**src/rtl/posit_encode_prod_sum_es3.sv**
```systemverilog
// Packs the es3 product-adder raw sum {sgn, scale, fraction, inf, zero} into an NBITS posit with RNE.
// Input capture plus three processing stages (start at edge N -> done after N+3); 1 word/cycle, never stalls.
package posit_es3_pkg;
  localparam int AMBITS = 56;
endpackage

module posit_encode_prod_sum_es3 #(
  parameter int NBITS   = 32,
  parameter int ES      = 3,
  parameter int SCALE_W = 10,
  parameter int FRAC_W  = posit_es3_pkg::AMBITS
) (
  input  logic                          clk,
  input  logic                          rst_n,
  input  logic                          start,
  input  logic [SCALE_W+FRAC_W+2:0]     in_sum,
  input  logic                          truncated,
  output logic [NBITS-1:0]              result,
  output logic                          done
);

  localparam int K_W      = SCALE_W - ES;
  localparam int SH_W     = K_W - 1;
  localparam int PAD      = 2 ** SH_W;
  localparam int T_W      = 2 + ES + FRAC_W;
  localparam int X_W      = T_W + PAD;
  localparam int P_W      = NBITS - 1;
  localparam int MAXSCALE = (NBITS - 2) * (2 ** ES);

  // input capture
  logic                        s0_vld_q;
  logic [SCALE_W+FRAC_W+2:0]   s0_sum_q;
  logic                        s0_trunc_q;

  // decode
  logic                        s1_vld_q;
  logic                        s1_sgn_q;
  logic signed [K_W-1:0]       s1_k_q;
  logic [ES-1:0]               s1_e_q;
  logic [FRAC_W-1:0]           s1_frac_q;
  logic                        s1_inf_q;
  logic                        s1_zero_q;
  logic                        s1_sat_hi_q;
  logic                        s1_sat_lo_q;
  logic                        s1_trunc_q;

  // assemble
  logic                        s2_vld_q;
  logic                        s2_sgn_q;
  logic [P_W-1:0]              s2_payload_q;
  logic                        s2_guard_q;
  logic                        s2_sticky_q;
  logic                        s2_inf_q;
  logic                        s2_zero_q;
  logic                        s2_sat_hi_q;
  logic                        s2_sat_lo_q;

  logic [NBITS-1:0]            result_q;
  logic                        done_q;

  logic                        s0_sgn;
  logic signed [SCALE_W-1:0]   s0_scale;
  logic [FRAC_W-1:0]           s0_frac;
  logic                        s0_inf;
  logic                        s0_zero;
  logic signed [K_W-1:0]       s1_k_d;
  logic [ES-1:0]               s1_e_d;
  logic                        s1_sat_hi_d;
  logic                        s1_sat_lo_d;

  logic [SH_W-1:0]             shamt;
  logic signed [X_W-1:0]       ext;
  logic signed [X_W-1:0]       shifted;
  logic [P_W-1:0]              s2_payload_d;
  logic                        s2_guard_d;
  logic                        s2_sticky_d;

  logic                        rnd_up;
  logic [NBITS-1:0]            rnd_sum;
  logic [P_W-1:0]              payload_fin;
  logic [NBITS-1:0]            magnitude;
  logic [NBITS-1:0]            result_d;

  assign {s0_sgn, s0_scale, s0_frac, s0_inf, s0_zero} = s0_sum_q;

  // Keeping the scale bits above ES is exactly scale >>> ES.
  assign s1_k_d      = s0_scale[SCALE_W-1:ES];
  assign s1_e_d      = s0_scale[ES-1:0];
  assign s1_sat_hi_d = int'(s0_scale) > MAXSCALE;
  assign s1_sat_lo_d = int'(s0_scale) < -MAXSCALE;

  // Seed "10" (k>=0) or "01" (k<0); the arithmetic shift then replicates the
  // leading regime bit to reach k+1 ones or -k zeros.
  assign shamt   = s1_k_q[K_W-1] ? ~s1_k_q[SH_W-1:0] : s1_k_q[SH_W-1:0];
  assign ext     = {~s1_k_q[K_W-1], s1_k_q[K_W-1], s1_e_q, s1_frac_q, {PAD{1'b0}}};
  assign shifted = ext >>> shamt;

  assign s2_payload_d = shifted[X_W-1 -: P_W];
  assign s2_guard_d   = shifted[X_W-1-P_W];
  assign s2_sticky_d  = (|shifted[X_W-2-P_W:0]) | s1_trunc_q;

  always_comb begin
    rnd_up      = s2_guard_q & (s2_payload_q[0] | s2_sticky_q);
    rnd_sum     = {1'b0, s2_payload_q} + {{(NBITS-1){1'b0}}, rnd_up};
    payload_fin = rnd_sum[NBITS-1] ? {P_W{1'b1}} : rnd_sum[P_W-1:0];
    if (payload_fin == '0) begin
      payload_fin = {{(P_W-1){1'b0}}, 1'b1};
    end
    if (s2_sat_hi_q) begin
      payload_fin = {P_W{1'b1}};
    end else if (s2_sat_lo_q) begin
      payload_fin = {{(P_W-1){1'b0}}, 1'b1};
    end
    magnitude = {1'b0, payload_fin};
    result_d  = s2_sgn_q ? (~magnitude + 1'b1) : magnitude;
    if (s2_inf_q) begin
      result_d = {1'b1, {(NBITS-1){1'b0}}};
    end else if (s2_zero_q) begin
      result_d = '0;
    end
  end

  always_ff @(posedge clk or negedge rst_n) begin
    if (!rst_n) begin
      s0_vld_q     <= 1'b0;
      s0_sum_q     <= '0;
      s0_trunc_q   <= 1'b0;
      s1_vld_q     <= 1'b0;
      s1_sgn_q     <= 1'b0;
      s1_k_q       <= '0;
      s1_e_q       <= '0;
      s1_frac_q    <= '0;
      s1_inf_q     <= 1'b0;
      s1_zero_q    <= 1'b0;
      s1_sat_hi_q  <= 1'b0;
      s1_sat_lo_q  <= 1'b0;
      s1_trunc_q   <= 1'b0;
      s2_vld_q     <= 1'b0;
      s2_sgn_q     <= 1'b0;
      s2_payload_q <= '0;
      s2_guard_q   <= 1'b0;
      s2_sticky_q  <= 1'b0;
      s2_inf_q     <= 1'b0;
      s2_zero_q    <= 1'b0;
      s2_sat_hi_q  <= 1'b0;
      s2_sat_lo_q  <= 1'b0;
      result_q     <= '0;
      done_q       <= 1'b0;
    end else begin
      s0_vld_q     <= start;
      s0_sum_q     <= in_sum;
      s0_trunc_q   <= truncated;

      s1_vld_q     <= s0_vld_q;
      s1_sgn_q     <= s0_sgn;
      s1_k_q       <= s1_k_d;
      s1_e_q       <= s1_e_d;
      s1_frac_q    <= s0_frac;
      s1_inf_q     <= s0_inf;
      s1_zero_q    <= s0_zero;
      s1_sat_hi_q  <= s1_sat_hi_d;
      s1_sat_lo_q  <= s1_sat_lo_d;
      s1_trunc_q   <= s0_trunc_q;

      s2_vld_q     <= s1_vld_q;
      s2_sgn_q     <= s1_sgn_q;
      s2_payload_q <= s2_payload_d;
      s2_guard_q   <= s2_guard_d;
      s2_sticky_q  <= s2_sticky_d;
      s2_inf_q     <= s1_inf_q;
      s2_zero_q    <= s1_zero_q;
      s2_sat_hi_q  <= s1_sat_hi_q;
      s2_sat_lo_q  <= s1_sat_lo_q;

      done_q       <= s2_vld_q;
      if (s2_vld_q) begin
        result_q <= result_d;
      end
    end
  end

  assign result = result_q;
  assign done   = done_q;

endmodule

```
**config.mk**
```make
export PLATFORM = sky130hd
export DESIGN_NAME = posit_encode_prod_sum_es3
export DESIGN_NICKNAME = d
export VERILOG_FILES = /design/src/rtl/posit_encode_prod_sum_es3.sv
export SDC_FILE = /design/constraint.sdc
export NUM_CORES = 1
export LEC_CHECK = 0
export ABC_AREA = 1
export ABC_CLOCK_PERIOD_IN_PS = 3600
export BUFFER_PORTS_ARGS = -buffer_cell sky130_fd_sc_hd__buf_2
export CAP_MARGIN = 20
export CORE_AREA = 2 2 152 154
export CTS_BUF_LIST = sky130_fd_sc_hd__clkbuf_16
export DETAILED_ROUTE_END_ITERATION = 16
export DIE_AREA = 0 0 154 156
export PLACE_DENSITY = 0.74
export REMOVE_ABC_BUFFERS = 1
export SETUP_SLACK_MARGIN = 0.5
export SLEW_MARGIN = 15
export SYNTH_ARGS = -nofsm -noshare
export SYNTH_HDL_FRONTEND = slang
export SYNTH_SLANG_ARGS = --single-unit
export TNS_END_PERCENT = 30
```
**constraint.sdc**
```tcl
create_clock -name clk -period 3.6 [get_ports clk]
set_input_delay 0.18 -clock clk [delete_from_list [all_inputs] [get_ports clk]]
set_output_delay 0.18 -clock clk [all_outputs]
set_load 0.02 [all_outputs]
```
==> key figures <==
Global routing
  • Largest net degree at the start of global routing: 102
  • GRT Overall Usage: 29.0%
  • Number of global-route vias before repair: 11100
  • Initial antenna violation count: 2
  • First-pass GRT wire length: 56000 um
  • GR Overflow Total: 0

Yosys
  • Syn Inst Count: 1703
  • Mux contribution to synthesized area: 0.247%
  • Synth area leader: dfrtp_1
  • Synthesized flop and latch total: 216
  • Yosys top cell area share: 44.5%
  • Xor and xnor area share after synthesis: 0.577%
  • Sequential area share after synthesis: 44.5%
  • Mapped Avg Cell Area: 7.13 um2
  • Synthesis warning total: 0
  • Synthesized area: 12100 um2
  • Number of synthesized flops with an enable pin: 0
  • Synth Area in Adders: 0.206%
  • Compound-cell area share of the yosys netlist: 13.1%
  • Top FF cell, synth: dfrtp_1
  • Library cells used by synthesis: 49
  • Fraction of registers with async set/reset: 100%
  • Largest family of logic cells by synthesized area: simple AND/OR/NAND/NOR gates
  • Simple-gate area share of the yosys netlist: 34.4%
  • Largest cells by area after synthesis: dfrtp_1, nand2_1, o21ai_1

STA
  • Tcrit/Tclk final: 85.5%
  • Setup_tns: 0 ps
  • Skew final: 11.8 ps
  • Setup violators final: 0
  • WHS: 218 ps
  • Relative slew margins: 48.6%
  • Unrepaired setup endpoints after global routing: true
  • FMAX: 325 MHz
  • Minimum clock period: 3080 ps
  • Pins Over Slew Limit: 0
  • Final Hold Viols: 0
  • Worst slew pin tran: 771 ps
  • Final worst setup slack: 522 ps

Finish
  • # diodes: 0
  • Layout Area Growth over Synthesis: 20.8%
  • Final Cell Area: 14700 um2
  • Share of layout cells above drive strength 1: 14.3%
  • Final net count: 1939
  • Fin cells: 2164
  • Reg area: 5410 um2
  • Area occupied by multi-input gates: 6080 um2
  • Layout fillers: 1944

Flow run
  • Max-cap viol count: 0

Pwr
  • Maximum VDD drop: 0.453 mV
  • Power per standard cell area: 459 nW/um2
  • P_leak: 7.24 nW

Clock network
  • CTS max path bufs: 3
  • CTS clk-pin slew, worst paths: 60 ps
  • CTS Buf Count: 24
  • # H-tree levels: 1
  • CTS sink count: 216
  • TritonCTS clock tree: done
  • Root buf cell: clkbuf_16
  • Clk_lat worst skew: 530 ps

Floorplan
  • Die height: 156 um
  • Starting Density: 54.3%
  • Core Footprint: 22400 um2
  • Row count: 55
  • Io pins: 106
  • Die area: 24000 um2
  • Die Wd: 154 um

Critical path
  • CP Class: flip-flop to flip-flop
  • Arrival time of the worst setup path: 3480 ps
  • Startpoint Class: flip-flop
  • Critical path endpoint category: flip-flop
  • Worst-path maximum fanout: 5
  • CP required: 4010 ps

Drt
  • DRC: 0
  • Via density: 5.35
  • Via Count: 11600
  • Final ANT Viol Nets: 0
  • Per-cell routed wire length: 15.9 um
  • DR iter-0 viols: 842
  • Final wirelength: 34400 um
  • TritonRoute pass-1 iters: 5

Placed design
  • Gpl congestion: 0.945
  • Dpl ws: 280 ps
  • Port bufs: 105
  • DP Cell Count: 2033
  • DP HPWL: 24400 um
  • Dpl cell area: 12800 um2

Status
  • Status: completed

Min path
  • Hold Crit Class: input pin to async pin
## critical path: stages, from the launching register on
cell and delay (ps):
dfrtp_1 360, nand2_2 90, inv_2 80, ha_4 150
nand2_4 60, nor2_4 140, buf_12 130, nand2_8 60
nor2_4 160, nand2_1 70, nand2_1 70, nand3_2 100
nor2_2 120, nand2_1 80, nor2_2 110, nand3_2 120
nand2_2 90, inv_2 60, ha_4 160, nand3_4 80
buf_4 110, nand2_1 50, or2_2 290, a32o_1 220
## cells in the mapped netlist, drive strengths merged, types with 4 or more instances
cell type	count
a31oi	9
inv	111
xor2	5
nand3b	14
dfrtp	216
o21ai	221
buf	49
o211ai	12
nand3	113
nand4	17
o21bai	4
clkbuf	29
nand2	676
or2	7
nor2	145
a21oi	43
nor3	10
## logic make-up after synthesis
logic type,count (synthesis)
DFF,216
and+or+nand+nor,987
AOI/OAI and AO/OA,295
muxes,3
xor gates and xnor gates,8
adders and majority gates,2
buffers and inverters,192
## metal layers
metal | track usage (%) | wire length (um) | share of wire (%) | up-vias
li1 | - | - | - | 5806
met1 | 40.2 | 15500 | 45 | 5335
met2 | 48.3 | 16100 | 47 | 376
met3 | 4.50 | 2130 | 6.2 | 65
met4 | 6.50 | 682 | 2.0 | 2
met5 | 0 | 16 | 0.047 | -
## what timing repair did
| item | CTS | global route |
|---|---|---|
| cloned | 1 | 0 |
| hold buffers | 72 | 0 |
| resized for setup | 16 | 31 |
| hold endpoints to repair | 146 | 0 |
| pin swaps | 9 | 21 |
| buffers inserted | 8 | 9 |
| setup endpoints to repair | 13 | 15 |
## report_power, final
part | internal (W) | switching, W
logic | 0.000512 | 0.00105
registers | 0.00259 | 0.000111
clock network | 0.00148 | 0.00100
## stage by stage
stage                     util (%)  power (W)
after global routing          65.6    0.00708
after CTS                     64.7    0.00673
after floorplan                  -    0.00368
final                         65.6    0.00674
after detailed placement      57.3    0.00416
after global placement        57.3    0.00414
## cell type report
cell class / count / share of cell area [%]
repair buffers: 212 / 10.9
multi-input cells: 1296 / 41.4
well taps: 285 / 2.43
flip-flops and latches: 216 / 36.8
clock inverters: 16 / 1.19
inverters: 114 / 2.98
clock buffers: 25 / 4.26
## final timing paths
| path | start | endpoint | slack (ps) | depth (start not counted) |
|---|---|---|---|---|
| max | s2_payload_q[0] | result[4] | 520 | 23 |
| max in group asynchronous | rst_n | s1_k_q[0] | 2400 | 3 |
| max reg2reg | s2_payload_q[0] | result[4] | 520 | 23 |
| min | rst_n | s1_frac_q[25] | 220 | 2 |
| min reg2reg | s0_sum_q[13] | s1_frac_q[11] | 340 | 0 |
| min in group clk | in_sum[25] | s0_sum_q[25] | 290 | 2 |
## flip-flops by register name (all words and copies together) (netlist names), 3 cells and up
signal,flops
s1_k_q,7
s1_e_q,3
s1_frac_q,56
s0_sum_q,69
s2_payload_q,31
result,32
## placed cells by master, fill, tap and decap left out, types with 15 or more instances in the layout
master / instances
a21oi_1: 35
nand3_1: 103
o21ai_1: 128
dfrtp_1: 216
inv_1: 100
nand2_1: 656
o21ai_0: 91
clkbuf_16: 25
nand4_1: 16
nor2_1: 117
buf_2: 104
nor2_2: 17
dlygate4sd3_1: 72
nand2_2: 15
buf_4: 29
(Power assumes the default switching activity.)
